<file path="src/rtl/keypad_scan_pkg.sv">
// Shared types and constants for the 4x4 keypad scanner.
// Holds the FSM state enum, matrix dimensions and the priority row picker.
package keypad_scan_pkg;

  localparam int NUM_COLS   = 4;
  localparam int NUM_ROWS   = 4;
  localparam int KEY_CODE_W = 4;
  localparam int IDX_W      = $clog2(NUM_COLS);
  localparam int ROW_W      = $clog2(NUM_ROWS);

  typedef enum logic [1:0] {
    SCAN     = 2'd0,
    DEBOUNCE = 2'd1,
    HELD     = 2'd2
  } scan_state_t;

  // Lowest-index row that reads low; only meaningful when at least one row is low.
  function automatic logic [ROW_W-1:0] lowest_low_row(input logic [NUM_ROWS-1:0] rows_n);
    logic [ROW_W-1:0] r;
    r = '0;
    for (int i = NUM_ROWS - 1; i >= 0; i--) begin
      if (!rows_n[i]) r = ROW_W'(i);
    end
    return r;
  endfunction

endpackage

</file>
<file path="src/rtl/keypad_scan_if.sv">
// Keypad matrix lines plus the decoded key event outputs.
// The slave side is the scanner; the master side is the keypad/host.
interface keypad_scan_if;
  import keypad_scan_pkg::*;

  logic [NUM_ROWS-1:0]   row_n;
  logic [NUM_COLS-1:0]   col_n;
  logic [KEY_CODE_W-1:0] key_code;
  logic                  key_valid;
  logic                  key_held;

  modport master (
    output row_n,
    input  col_n,
    input  key_code,
    input  key_valid,
    input  key_held
  );

  modport slave (
    input  row_n,
    output col_n,
    output key_code,
    output key_valid,
    output key_held
  );

endinterface

</file>
<file path="src/rtl/keypad_scan_sync2.sv">
// Two-flop synchronizer for asynchronous level inputs, per-bit reset value.
module sync2 #(
  parameter int               WIDTH     = 4,
  parameter logic [WIDTH-1:0] RESET_VAL = '1
) (
  input  logic             clk,
  input  logic             rst,
  input  logic [WIDTH-1:0] d,
  output logic [WIDTH-1:0] q
);

  for (genvar gi = 0; gi < WIDTH; gi++) begin : g_bit
    logic meta_reg;
    logic sync_reg;

    always_ff @(posedge clk or negedge rst) begin
      if (!rst) begin
        meta_reg <= RESET_VAL[gi];
        sync_reg <= RESET_VAL[gi];
      end else begin
        meta_reg <= d[gi];
        sync_reg <= meta_reg;
      end
    end

    assign q[gi] = sync_reg;
  end

endmodule

</file>
<file path="src/rtl/keypad_scan.sv">
// 4x4 keypad scanner: column scan, press debounce, release debounce.
// Column index doubles as the latched column while a key is being qualified.
module keypad_scan
  import keypad_scan_pkg::*;
#(
  parameter int DWELL_CYC = 16,
  parameter int STABLE_N  = 12
) (
  input  logic         clk,
  input  logic         rst,
  keypad_scan_if.slave kp
);

  localparam int                  DW_W       = (DWELL_CYC > 1) ? $clog2(DWELL_CYC) : 1;
  localparam logic [DW_W-1:0]     DWELL_LAST = DW_W'(DWELL_CYC - 1);

  logic [NUM_ROWS-1:0]   rows;

  scan_state_t           state_reg,     state_next;
  logic [IDX_W-1:0]      idx_reg,       idx_next;
  logic [ROW_W-1:0]      row_reg,       row_next;
  logic [DW_W-1:0]       dwell_reg,     dwell_next;
  logic [STABLE_N-1:0]   stable_reg,    stable_next;
  logic [STABLE_N-1:0]   stable_inc;
  logic [NUM_COLS-1:0]   col_n_reg,     col_n_next;
  logic [KEY_CODE_W-1:0] key_code_reg,  key_code_next;
  logic                  key_valid_reg, key_valid_next;
  logic                  key_held_reg,  key_held_next;
  logic                  row_low;

  sync2 #(
    .WIDTH     (NUM_ROWS),
    .RESET_VAL ({NUM_ROWS{1'b1}})
  ) u_row_sync (
    .clk (clk),
    .rst (rst),
    .d   (kp.row_n),
    .q   (rows)
  );

  assign row_low    = ~rows[row_reg];
  assign stable_inc = (&stable_reg) ? stable_reg : stable_reg + 1'b1;

  always_comb begin
    state_next     = state_reg;
    idx_next       = idx_reg;
    row_next       = row_reg;
    dwell_next     = dwell_reg;
    stable_next    = stable_reg;
    key_code_next  = key_code_reg;
    key_valid_next = 1'b0;
    key_held_next  = key_held_reg;

    case (state_reg)
      SCAN: begin
        if (dwell_reg == DWELL_LAST) begin
          dwell_next = '0;
          if (&rows) begin
            idx_next = idx_reg + 1'b1;
          end else begin
            row_next    = lowest_low_row(rows);
            stable_next = '0;
            state_next  = DEBOUNCE;
          end
        end else begin
          dwell_next = dwell_reg + 1'b1;
        end
      end

      DEBOUNCE: begin
        if (!row_low) begin
          idx_next    = idx_reg + 1'b1;
          stable_next = '0;
          state_next  = SCAN;
        end else if (stable_inc[STABLE_N-1]) begin
          // Accept on the clock the counter would reach its MSB.
          key_code_next  = {row_reg, idx_reg};
          key_valid_next = 1'b1;
          key_held_next  = 1'b1;
          stable_next    = '0;
          state_next     = HELD;
        end else begin
          stable_next = stable_inc;
        end
      end

      HELD: begin
        // Other rows are ignored here, so a second key cannot raise an event.
        if (row_low) begin
          stable_next = '0;
        end else if (stable_inc[STABLE_N-1]) begin
          key_held_next = 1'b0;
          idx_next      = idx_reg + 1'b1;
          stable_next   = '0;
          state_next    = SCAN;
        end else begin
          stable_next = stable_inc;
        end
      end

      default: begin
        state_next  = SCAN;
        idx_next    = '0;
        dwell_next  = '0;
        stable_next = '0;
      end
    endcase
  end

  for (genvar gi = 0; gi < NUM_COLS; gi++) begin : g_col
    assign col_n_next[gi] = (idx_next != IDX_W'(gi));
  end

  always_ff @(posedge clk or negedge rst) begin
    if (!rst) begin
      state_reg     <= SCAN;
      idx_reg       <= '0;
      row_reg       <= '0;
      dwell_reg     <= '0;
      stable_reg    <= '0;
      col_n_reg     <= '1;
      key_code_reg  <= '0;
      key_valid_reg <= 1'b0;
      key_held_reg  <= 1'b0;
    end else begin
      state_reg     <= state_next;
      idx_reg       <= idx_next;
      row_reg       <= row_next;
      dwell_reg     <= dwell_next;
      stable_reg    <= stable_next;
      col_n_reg     <= col_n_next;
      key_code_reg  <= key_code_next;
      key_valid_reg <= key_valid_next;
      key_held_reg  <= key_held_next;
    end
  end

  assign kp.col_n     = col_n_reg;
  assign kp.key_code  = key_code_reg;
  assign kp.key_valid = key_valid_reg;
  assign kp.key_held  = key_held_reg;

endmodule

</file>
<file path="src/flat_wrapper.sv">
// flat-port wrapper written by rule: the top's interface ports become plain ports
module keypad_scan_flat import keypad_scan_pkg::*;
#(
  parameter int DWELL_CYC = 16,
  parameter int STABLE_N  = 12
)
  (clk, rst, kp_row_n, kp_col_n, kp_key_code, kp_key_valid, kp_key_held);
  keypad_scan_if kp_i ();
  input  logic clk;
  input  logic rst;
  input wire logic [$bits(kp_i.row_n)-1:0] kp_row_n;
  output wire logic [$bits(kp_i.col_n)-1:0] kp_col_n;
  output wire logic [$bits(kp_i.key_code)-1:0] kp_key_code;
  output wire logic [$bits(kp_i.key_valid)-1:0] kp_key_valid;
  output wire logic [$bits(kp_i.key_held)-1:0] kp_key_held;
  assign kp_i.row_n = kp_row_n;
  assign kp_col_n = kp_i.col_n;
  assign kp_key_code = kp_i.key_code;
  assign kp_key_valid = kp_i.key_valid;
  assign kp_key_held = kp_i.key_held;
  keypad_scan #(.DWELL_CYC(DWELL_CYC), .STABLE_N(STABLE_N)) u_core (.clk(clk), .rst(rst), .kp(kp_i));
endmodule
</file>
<file path="config.mk">
export PLATFORM = sky130hd
export DESIGN_NAME = keypad_scan_flat
export DESIGN_NICKNAME = d
export VERILOG_FILES = /design/src/rtl/keypad_scan_pkg.sv /design/src/rtl/keypad_scan_if.sv /design/src/rtl/keypad_scan_sync2.sv /design/src/rtl/keypad_scan.sv /design/src/flat_wrapper.sv
export SDC_FILE = /design/constraint.sdc
export NUM_CORES = 1
export LEC_CHECK = 0
export CORE_MARGIN = 2
export CORE_UTILIZATION = 50
export DETAILED_ROUTE_END_ITERATION = 8
export GPL_TIMING_DRIVEN = 0
export PLACE_DENSITY_LB_ADDON = 0.3
export SLEW_MARGIN = 30
export SYNTH_ARGS = -nofsm -noshare
export SYNTH_HDL_FRONTEND = slang
export SYNTH_SLANG_ARGS = --single-unit
</file>
<file path="constraint.sdc">
create_clock -name clk -period 2.49 [get_ports clk]
set_clock_uncertainty 0.15 [all_clocks]
set_input_delay 0.498 -clock clk [delete_from_list [all_inputs] [get_ports clk]]
set_output_delay 0.498 -clock clk [all_outputs]
set_load 0.05 [all_outputs]
</file>
==> impl_metrics.py <==
metrics = {
    "detailed_routing": {
        "drtPass1Iterations": 4,
        "remaining_drc_errors": 0,
        "drtAntennaViolNets": 0,
        "vias_per_cell": 5.64,
        "drt_iter0_markers": 49,
        "dr_wl_met3_um": 125,
        "top_layer": "met4",
        "wl_um": 3400,
        "met1_length_um": 1510,
        "vias": 1354,
        "met2_length_um": 1740,
        "wl_per_cell_um": 14.2,
    },
    "global_route": {
        "antenna_found_initial": 0,
        "grt_pass1_wl_um": 5960,
        "grt_max_degree": 22,
        "grt_pass1_vias": 1297,
        "grt_overflow": 0,
        "track_usage": 0.181,
    },
    "logic_synthesis": {
        "syn_avg_cell_area_um2": 11.1,
        "async_flop_share": 1.00,
        "netlist_instances": 169,
        "syn_nets": 181,
        "syn_area_um2": 1880,
        "synth_cell_types": 50,
        "yosysSeqAreaShare": 0.527,
        "synthFlopType": "dfrtp_1",
        "synth_seq_cells": 39,
        "synth_edf_count": 0,
        "ys_warn_count": 0,
    },
    "timing": {
        "tightest_slew_ps": 510,
        "holdWs_ps": 4.38,
        "hold_viol": 0,
        "max_freq_mhz": 430,
        "drv_slew": 0,
        "setup-violations-final": 0,
        "setup_ws_ps": 165,
        "min_period_over_period": 0.934,
        "min_period_ps": 2330,
        "rsz0062_at_grt": "false",
        "relSlewSlack": 0.657,
    },
    "power_and_ir_drop": {
        "clkPwrFrac": 0.233,
        "p_comb_frac": 0.337,
        "power_density_nw_per_um2": 873,
        "p_int_uw": 1250,
        "p_total_uw": 1940,
        "p_sw_uw": 687,
        "leakage_uw": 0.000943,
        "peakVddDrop_v": 0.000474,
        "swShare": 0.354,
        "seqPwrFrac": 0.431,
    },
    "clock_network": {
        "hold_buffers": 0,
        "htreeDepth": 2,
        "tritoncts": "done",
        "cts_buffer_depth": 2,
        "cts_inserted_buffers": 5,
        "cts-root-buf": "clkbuf_8",
        "clock_sinks": 39,
        "clk_latency_ps": 290,
        "path_clk_slew_ps": 70,
    },
    "placement": {
        "placed_area_um2": 2110,
        "gp_congestion": 0.774,
        "dpl.hpwl_um": 2580,
        "numPortBuffers": 15,
        "place_ws_ps": 29.5,
    },
    "floorplanning": {
        "die_w_um": 65.4,
        "die_h_um": 65.4,
        "std_cell_rows": 22,
        "core_area_um2": 3630,
        "io_pins": 16,
        "initial_utilization": 0.518,
        "dieArea_um2": 4270,
    },
    "critical_path": {
        "critical_path_class": "flip-flop to flip-flop",
        "r2r_slack_ps": 160,
        "r2r-end": "u_core.kp.col_n[2]$_DFF_PN1_",
        "required_ps": 2550,
        "path_cells": "inv_1, ha_1, and4_2, a22o_1, a211oi_2, a31oi_1, or3_1",
        "timing.critical_path.max_delay_family": "simple AND/OR/NAND/NOR gates",
        "crit_start": "u_core.state_reg[0]$_DFFE_PN0P_",
        "r2r_start": "u_core.state_reg[0]$_DFFE_PN0P_",
        "max_stage_delay_ps": 420,
        "critPathArrivalTime_ps": 2380,
        "cp_slowest_cell": "dfrtp_1",
        "critPathMaxFanout": 8,
        "r2r.worst_path.cells": 7,
        "crit_buf_inv": 1,
        "endpoint": "u_core.kp.col_n[2]$_DFF_PN1_",
        "worstSetupStartpointType": "flip-flop",
        "critical_path_depth": 7,
        "endpoint_kind": "flip-flop",
    },
    "flow_run": {
        "max-cap-violations": 0,
    },
    "hold_path": {
        "hp-class": "input pin to asynchronous set/reset pin",
    },
    "cells_and_area": {
        "fin_util": 0.612,
        "n_antenna_cell": 0,
        "areaGrowthSynthToFinish_pct": 18.1,
        "fin_area_um2": 2220,
        "largest_reg_flops": 11,
        "nNetsFinal": 203,
        "drive_gt1_frac": 0.208,
    },
    "outcome": {
        "status": "completed",
    },
}
routing by layer:
metal	global-route usage	vias to the layer above
li1	-	662
met1	0.238	659
met2	0.296	29
met3	0.0462	4
met4	0.0547	0
met5	0	-
power groups by stage:
| stage | registers (uW) | clock network (uW) | logic [uW] |
|---|---|---|---|
| 2_1_floorplan | 915 | 0 | 386 |
| 3_3_place_gp | 834 | 0 | 606 |
| 3_5_place_dp | 844 | 0 | 637 |
| 4_1_cts | 832 | 463 | 639 |
| 5_1_grt | 847 | 497 | 727 |
| 6_report | 835 | 451 | 653 |
worst min-delay path by stage:
stage,endpoint,slack (ps)
6_report,u_core.kp.key_valid$_DFF_PN0_,4
5_1_grt,u_core.kp.key_valid$_DFF_PN0_,30
4_1_cts,u_core.row_reg[0]$_DFFE_PN0P_,10
3_5_place_dp,u_core.u_row_sync.g_bit[3].sync_reg$_DFF_PN1_,200
3_3_place_gp,u_core.u_row_sync.g_bit[2].sync_reg$_DFF_PN1_,200
2_1_floorplan,u_core.dwell_reg[0]$_DFFE_PN0N_,50
stage by stage:
stage	TNS, ps	std cells
detailed placement	0	233
global placement	-317	232
finish	0	240
floorplan	0	169
CTS	0	241
global route	0	240
synth_stat cells, types with 2 or more instances:
cell / n / area (um^2)
a21oi_1: 9 / 45.0
a221oi_1: 2 / 17.5
a22o_1: 2 / 17.5
clkbuf_1: 2 / 7.51
dfrtp_1: 27 / 676
dfstp_2: 12 / 315
ha_1: 6 / 75.1
inv_1: 6 / 22.5
mux2_2: 5 / 56.3
nand2_1: 18 / 67.6
nand2b_1: 5 / 31.3
nand3_1: 3 / 15.0
nand4_1: 5 / 31.3
nor2_1: 10 / 37.5
nor2b_1: 2 / 12.5
o21a_1: 2 / 15.0
o21ai_0: 13 / 65.1
o21ai_1: 2 / 10.0
or3_1: 3 / 18.8
xor2_1: 5 / 43.8
layout by cell type, fill, tap and decap left out, drive strengths merged, types with 2 or more instances in the layout:
cell	instances
a21oi	10
a221oi	2
a22o	2
and4	2
buf	2
clkbuf	9
clkdlybuf4s50	14
dfrtp	27
dfstp	12
ha	6
inv	6
mux2	6
nand2	18
nand2b	5
nand3	4
nand4	6
nor2	10
nor2b	2
o21a	2
o21ai	15
o22ai	2
or3	3
or4	2
xor2	5
worst register-to-register path, delay by kind of cell (launching register included):
| family | cells | cell delay, ps |
|---|---|---|
| simple gates | 2 | 700 |
| fa+ha+maj | 1 | 300 |
| compound gates | 3 | 600 |
| buf+inv | 1 | 80 |
| flops | 1 | 420 |
repair_timing:
action / 4_1_cts / 5_1_grt
resized for setup: 0 / 3
endpoints found under the hold margin: 0 / 0
setup buffers: 0 / 0
endpoints found under the setup margin: 0 / 7
logic make-up after synthesis:
group,after synthesis,share of synthesized area
and+or+nand+nor,57,0.172
AOI/OAI and AO/OA,45,0.165
DFF,39,0.527
buffers and inverters,8,0.0160
muxes,8,0.0532
xor gates and xnor gates,6,0.0279
adders and majority gates,6,0.0399
cell type report:
type,instances,area (um^2)
Inverter,6,22.5
Multi-Input combinational cell,122,872
Buffer,1,3.75
Fill cell,291,1410
Tap cell,48,60.1
Timing Repair Buffer,16,173
Sequential cell,39,991
Clock buffer,8,100
No activity file was read; power rests on OpenSTA's default activity.
